<file path="src/rtl/alu_issue_ctrl.sv">
// alu_issue_ctrl
//   Issue/capture stage wrapped around the 8-bit combinational ALU.
//   A request (req_*) is accepted on a valid/ready handshake and its operands
//   are registered. The stage then drives the ALU (alu_*) for DRIVE_CYCLES
//   cycles, captures alu_d_out into a result register, and offers the result
//   on the res_* valid/ready handshake. alu_oe is high only while EXEC is
//   active, so the ALU's tri-state output is never sampled outside EXEC.
//
// Handshake rule (both sides): a transfer happens at a rising edge where
//   valid and ready are both 1. While valid is high and not yet accepted,
//   the producer holds its payload stable. req_ready depends on res_ready
//   in DONE, so a new op can be accepted in the cycle the old result leaves.
//
// Ports
//   clk, rst                  clock, synchronous active-high reset
//   req_valid/req_ready       request handshake; req_cmd/req_a/req_b payload
//   alu_oe/alu_command/alu_a/alu_b   drive to the ALU
//   alu_d_out                 ALU result
//   res_valid/res_ready       result handshake; res_data/res_cmd/res_err payload
//   op_count                  completed result handshakes, saturating
//   dbg_state                 FSM state for observation: 0 IDLE, 1 EXEC, 2 DONE
//
// Optional feature macro: ALU_DIV0_CHECK_EN
//   When defined, DIV with b==0 never enables the ALU; the op still spends
//   DRIVE_CYCLES in EXEC and captures res_data=16'hFFFF with res_err=1.
//   When undefined, res_err stays 0 and DIV by zero captures the ALU output.

module alu_issue_ctrl #(
  parameter int CNT_W        = 16,
  parameter int DRIVE_CYCLES = 1
) (
  input  logic             clk,
  input  logic             rst,
  input  logic             req_valid,
  output logic             req_ready,
  input  logic [3:0]       req_cmd,
  input  logic [7:0]       req_a,
  input  logic [7:0]       req_b,
  output logic             alu_oe,
  output logic [3:0]       alu_command,
  output logic [7:0]       alu_a,
  output logic [7:0]       alu_b,
  input  logic [15:0]      alu_d_out,
  output logic             res_valid,
  input  logic             res_ready,
  output logic [15:0]      res_data,
  output logic [3:0]       res_cmd,
  output logic             res_err,
  output logic [CNT_W-1:0] op_count,
  output logic [1:0]       dbg_state
);

  // Drive counter counts DRIVE_CYCLES-1 down to 0; capture happens at 0.
  localparam int CW = (DRIVE_CYCLES > 1) ? $clog2(DRIVE_CYCLES) : 1;
  localparam logic [CW-1:0] CNT_LOAD = CW'(DRIVE_CYCLES - 1);

  typedef enum logic [1:0] {
    S_IDLE = 2'd0,
    S_EXEC = 2'd1,
    S_DONE = 2'd2
  } state_t;

  state_t            state_q, state_d;
  logic [CW-1:0]     cnt_q, cnt_d;
  logic [3:0]        cmd_q, cmd_d;
  logic [7:0]        a_q, a_d;
  logic [7:0]        b_q, b_d;
  logic              div0_q, div0_d;
  logic [15:0]       res_data_q, res_data_d;
  logic [3:0]        res_cmd_q, res_cmd_d;
  logic              res_err_q, res_err_d;
  logic [CNT_W-1:0]  op_count_q, op_count_d;
  logic              accept;
  logic              div0_hit;

`ifdef ALU_DIV0_CHECK_EN
  localparam logic [3:0] OP_DIV = 4'd3;
  assign div0_hit = (req_cmd == OP_DIV) && (req_b == 8'd0);
`else
  assign div0_hit = 1'b0;
`endif

  always_comb begin
    state_d    = state_q;
    cnt_d      = cnt_q;
    cmd_d      = cmd_q;
    a_d        = a_q;
    b_d        = b_q;
    div0_d     = div0_q;
    res_data_d = res_data_q;
    res_cmd_d  = res_cmd_q;
    res_err_d  = res_err_q;
    op_count_d = op_count_q;
    req_ready  = 1'b0;
    accept     = 1'b0;

    case (state_q)
      S_IDLE: begin
        req_ready = 1'b1;
        accept    = req_valid;
      end
      S_EXEC: begin
        if (cnt_q == '0) begin
          // A suppressed divide-by-zero never enabled the ALU, so its bus
          // content is meaningless and is replaced by the all-ones marker.
          res_data_d = div0_q ? 16'hFFFF : alu_d_out;
          res_cmd_d  = cmd_q;
          res_err_d  = div0_q;
          state_d    = S_DONE;
        end else begin
          cnt_d = cnt_q - CW'(1);
        end
      end
      S_DONE: begin
        req_ready = res_ready;
        if (res_ready) begin
          if (op_count_q != '1) op_count_d = op_count_q + CNT_W'(1);
          state_d = S_IDLE;
          accept  = req_valid;
        end
      end
      default: state_d = S_IDLE;
    endcase

    if (accept) begin
      cmd_d   = req_cmd;
      a_d     = req_a;
      b_d     = req_b;
      div0_d  = div0_hit;
      cnt_d   = CNT_LOAD;
      state_d = S_EXEC;
    end
  end

  always_ff @(posedge clk) begin
    if (rst) begin
      state_q    <= S_IDLE;
      cnt_q      <= '0;
      cmd_q      <= '0;
      a_q        <= '0;
      b_q        <= '0;
      div0_q     <= 1'b0;
      res_data_q <= '0;
      res_cmd_q  <= '0;
      res_err_q  <= 1'b0;
      op_count_q <= '0;
    end else begin
      state_q    <= state_d;
      cnt_q      <= cnt_d;
      cmd_q      <= cmd_d;
      a_q        <= a_d;
      b_q        <= b_d;
      div0_q     <= div0_d;
      res_data_q <= res_data_d;
      res_cmd_q  <= res_cmd_d;
      res_err_q  <= res_err_d;
      op_count_q <= op_count_d;
    end
  end

  // Operands stay on the ALU inputs outside EXEC; only alu_oe gates the ALU.
  assign alu_oe      = (state_q == S_EXEC) && !div0_q;
  assign alu_command = cmd_q;
  assign alu_a       = a_q;
  assign alu_b       = b_q;
  assign res_valid   = (state_q == S_DONE);
  assign res_data    = res_data_q;
  assign res_cmd     = res_cmd_q;
  assign res_err     = res_err_q;
  assign op_count    = op_count_q;
  assign dbg_state   = state_q;

endmodule

</file>
<file path="config.mk">
export PLATFORM = sky130hd
export DESIGN_NAME = alu_issue_ctrl
export DESIGN_NICKNAME = d
export VERILOG_FILES = /design/src/rtl/alu_issue_ctrl.sv
export SDC_FILE = /design/constraint.sdc
export NUM_CORES = 1
export LEC_CHECK = 0
export CORE_ASPECT_RATIO = 0.9
export CORE_MARGIN = 4
export CORE_UTILIZATION = 29
export CTS_CLUSTER_DIAMETER = 30
export DETAILED_ROUTE_END_ITERATION = 8
export GPL_TIMING_DRIVEN = 0
export RECOVER_POWER = 100
export SYNTH_ARGS = -nofsm -noshare
export SYNTH_HDL_FRONTEND = slang
export SYNTH_SLANG_ARGS = --single-unit
</file>
<file path="constraint.sdc">
create_clock -name clk -period 1.8 [get_ports clk]
set_input_delay 0.54 -clock clk [delete_from_list [all_inputs] [get_ports clk]]
set_output_delay 0.54 -clock clk [all_outputs]
set_load 0.1 [all_outputs]
</file>
# Yosys cells after proc, flatten, opt, wreduce, memory -nomap -nowiden
# Index checks and enable logic that the tools add are counted.
classes:
  n_addsub: 2
  n_eq_ne: 8
  muxes: 8
  bitwise: 2
  n_reduce_logical: 6
op_table:
  columns: ["cell", "n"]
  rows:
  - ["16-bit by 1-bit adder with 16-bit output, second input constant", 1]
  - ["16-bit != test, second input constant", 1]
  - ["3-bit AND reduction", 3]
  - ["2-bit case mux with 3 select lines", 1]
  - ["2-bit 2-to-1 mux", 2]
  - ["2-bit != test, second input constant", 2]
  - ["1-bit case mux with 2 select lines", 2]
  - ["1-bit 2-to-1 mux", 3]
  - ["3-bit by 1-bit != test with 1-bit output, second input constant", 1]
  - ["3-bit != test, second input constant", 1]
  - ["2-bit by 1-bit equality test with 1-bit output, second input constant", 1]
  - ["2-bit equality test, second input constant", 1]
  - ["2-bit zero test", 1]
  - ["2-bit by 1-bit != test with 1-bit output, second input constant", 1]
  - ["1-bit NOT", 2]
  - ["2-bit AND reduction", 1]
  - ["2-bit OR reduction", 1]
  - ["1-bit subtractor, second input constant", 1]
word_totals:
  reg_bits: 59
  out_inout_bits: 62
  word_cells: 35

# Logic depth before layout (Yosys ltp)
depth:
  depth_word: 4
  ltp_mapped: 6

# Worst setup path after synthesis
# Ideal clock, no wire load.
synth_path:
  path_type: "reg-to-output"
  startpoint: "register state_q[0] (netlist: dbg_state[0])"
  endpoint: "output port alu_oe"
  arrival_time_ns: 2.416
  required_time_ns: 1.260
  path_slack_ns: -1.156
  path_stages_with_launch: 4
  path_buffers: 1
  path_cell_list: "dfxtp_1 -> or2b_1 -> inv_1 -> clkbuf_1"
synth_via:
  elab_chain_len: 1
synth_rtl:
  columns: ["item", "line_no", "text"]
  rows:
  - ["start: declaration", "63", "state_t state_q, state_d;"]
  - ["start signal: assignment", "148", "state_q <= state_d;"]
  - ["2-bit by 1-bit equality test with 1-bit output", "162", "assign alu_oe = (state_q == S_EXEC) && !div0_q;"]
  - ["end: declaration", "39", "output logic alu_oe,"]
# No other way between the ends.

# Final worst setup path
# Ends and elaborated chain as after synthesis.

==> run metrics <==
worst slew pin tran=0.554 ns; CTS tree=built; dpl ws=-1.17 ns; overall power=3.15 mW; cell breakdown of the critical path=or2b_1 -> inv_2 -> buf_8 -> buf_12; n_diodes=0; critical path peak fanout=6; Iteration-0 DRC Markers=49; post-route cell area=between 0.003 and 0.004 sq mm; sequential area share after synthesis=49.9%; min-delay worst type=reg -> reg; cell taking the most area after synthesis=dfxtp_1; Cells after Synth=between 200 and 300; CP required=1.26 ns; num ports=102; max-cap violations=0; Max Fclk=534 MHz; most frequent cells in the layout=nand2_1 (86), a21oi_1 (53), dfxtp_1 (41); post-route setup slack=-0.0710 ns; WP buf/inv=3; Synth top area share=49.9%; final cycle utilization of the critical path=104%; row count=30; Synth area leaders=dfxtp_1 (50%), nand2_1 (14%), a21oi_1 (11%), o31ai_1 (2.9%), or4_1 (2.6%); Critical-path top delay cell=dfxtp_4; DR DRC count=0; min Tclk post-route=between 1.5 and 2 ns; largest net degree at the start of global routing=11; number of global-route vias before repair=2279; dpl hpwl=4940 um; Initial Utilization=approximately 30%; Via-to-Cell Ratio=4.71; CTS Root Cell=clkbuf_8; initial antenna violation count=0; Mapped Nets=325; CP Capture Type=output pin; RSZ-0062 raised after global routing=true; Final Net Count=448; Final Hold Fails=0; CTS max path bufs=2; Slew Viols, Final=0; Post-CTS Hold Buffers=0; Layout Utilization=48.9%; CTS clk-pin slew, worst paths=~0.06 ns; pwr dens=~840 mW/mm^2; Startpoint Class=register; synth unique cells=43; failing checks=setup timing; Max transition margin=between 60% and 70%; CP peak stage delay=~0.35 ns; clk_skew=0.00743 ns; fill cell count=approximately 790; Post-DRT Antenna Nets=0; input/output buffers=100; DR vias=2394; total CTS buffers=9; Top delay family on crit path=buffers and inverters; Cell Area, Placed=roughly 0.0035 sq mm; Yosys reg bits=slightly below 60; post-synthesis average cell area=8.19 sq um; kind of critical path=reg -> out; share of cells above drive strength 1=30.8%; synthesized area=0.00232 sq mm; Die Span Y=just over 90 um; Worst VDD drop=430 uV; DR pass1 iterations=4; clock latency reported for the late side of the worst-skew pair=0.32 ns; first-pass GRT wire length=10900 um; die area=0.00951 sq mm; area added between synthesis and finish=61.0%; Leak=1.41 nW; GRT Util Overall=14.5%; commonest non-fill, non-tap cell in the layout=nand2_1; number of synthesis warnings=0; Overflow after GRT=0; dpl cells=480; Wirelength per Cell=13.4 um; CTS sink cnt=slightly below 60; status=finished with violations; Routed WL=around 6800 um; H-tree levels=3; die width=~100 um; final instance count without filler cells=508; Setup violations, final=2; gp weighted congestion=between 0.7 and 0.8; Critical Path AT=1.33 ns; area of the core region=0.00766 sq mm
-- where the power goes --
part,leakage (nW),switching (mW),internal (mW)
clock network,0.0932,0.474,0.569
registers,0.484,0.0279,1.32
logic,0.833,0.550,0.215
total,1.41,1.05,2.10
-- Yosys cell counts --
cell type	number
nor2_1	7
nor2_2	1
a21oi_1	53
dfxtp_1	58
or3_4	1
o21ai_0	1
a41oi_1	1
nand2b_1	3
nand3_1	3
buf_4	1
o311a_1	1
or2b_1	1
nand4_1	3
and3_1	2
nand3_2	2
nor4_1	1
ha_1	1
o31ai_1	9
a211oi_1	2
and2_1	1
buf_2	1
and3b_1	1
nor4_4	1
nand4_2	1
inv_1	4
nand3b_1	1
nor3b_1	1
nand2_1	86
mux2_2	1
buf_1	2
clkbuf_1	12
and4_1	1
or3_2	1
or2_0	1
nor2b_1	2
buf_6	1
mux2i_1	2
and2b_1	1
and4_2	1
nor3_1	1
or3_1	1
or4_1	8
conb_1	1
-- worst reg2reg max path, delay by kind of cell, from the launching register on --
kind	cells	cell delay [ns]
flip-flops	1	0.38
adder cells (fa/ha/maj)	1	0.15
AO/OA/AOI/OAI	1	0.22
buffers and inverters	1	0.22
AND/OR/NAND/NOR	3	0.66
-- state kept, by name, summed over array words and instances (netlist names) --
signal	flops
dbg_state	2
res_cmd	4
op_count	16
res_data	16
alu_a	8
alu_b	8
alu_command	4
-- worst paths after layout --
path | start | cells after the start | to | slack, ns
setup / recovery | dbg_state[0] | 4 | alu_oe | -0.07
hold / removal | alu_b[7] | 2 | alu_b[7] | 0.45
setup reg to reg | op_count[0] | 6 | op_count[3] | 0.09
hold reg to reg | alu_b[7] | 2 | alu_b[7] | 0.45
-- cell type report --
cell class,count,area [sq um],share of cell area [%]
Buffer,17,92.6,2.47
Clock buffer,13,159,4.24
Clock inverter,3,15.0,0.401
Inverter,4,15.0,0.401
Multi-Input combinational cell,205,1100,29.5
Sequential cell,58,1210,32.3
Tap cell,96,120,3.21
Timing Repair Buffer,112,1030,27.5
-- metal layers --
metal / share of wire (%) / vias up / GRT usage (%)
met2: 45 / 72 / 22.9
met5: 0 / - / 0
met1: 46 / 1091 / 18.6
li1: - / 1221 / -
met4: 1.7 / 0 / 5.57
met3: 7.6 / 10 / 4.14
-- kinds of logic after synthesis --
family,Yosys count,synth area share [%]
AND/OR/NAND/NOR,133,28.1
buffers and inverters,21,3.93
multiplexers,3,1.35
flip-flops,58,49.9
other,1,0.161
adder cells (fa/ha/maj),1,0.538
AO/OA/AOI/OAI,67,16.0
-- metrics by stage --
stage                     TNS [ns]  hold slack, ns
final                      -0.0765           0.454
after global routing         -1.79           0.474
after CTS                   -0.199           0.456
after detailed placement    -36.12           0.446
after global placement      -35.66           0.441
after floorplan             -0.157           0.631
-- what timing repair did --
action | CTS | global route
setup buffers | 0 | 12
pin swaps | 0 | 1
resized for setup | 233 | 42
setup endpoints to repair | 109 | 56
No activity file was read; power rests on OpenSTA's default activity.
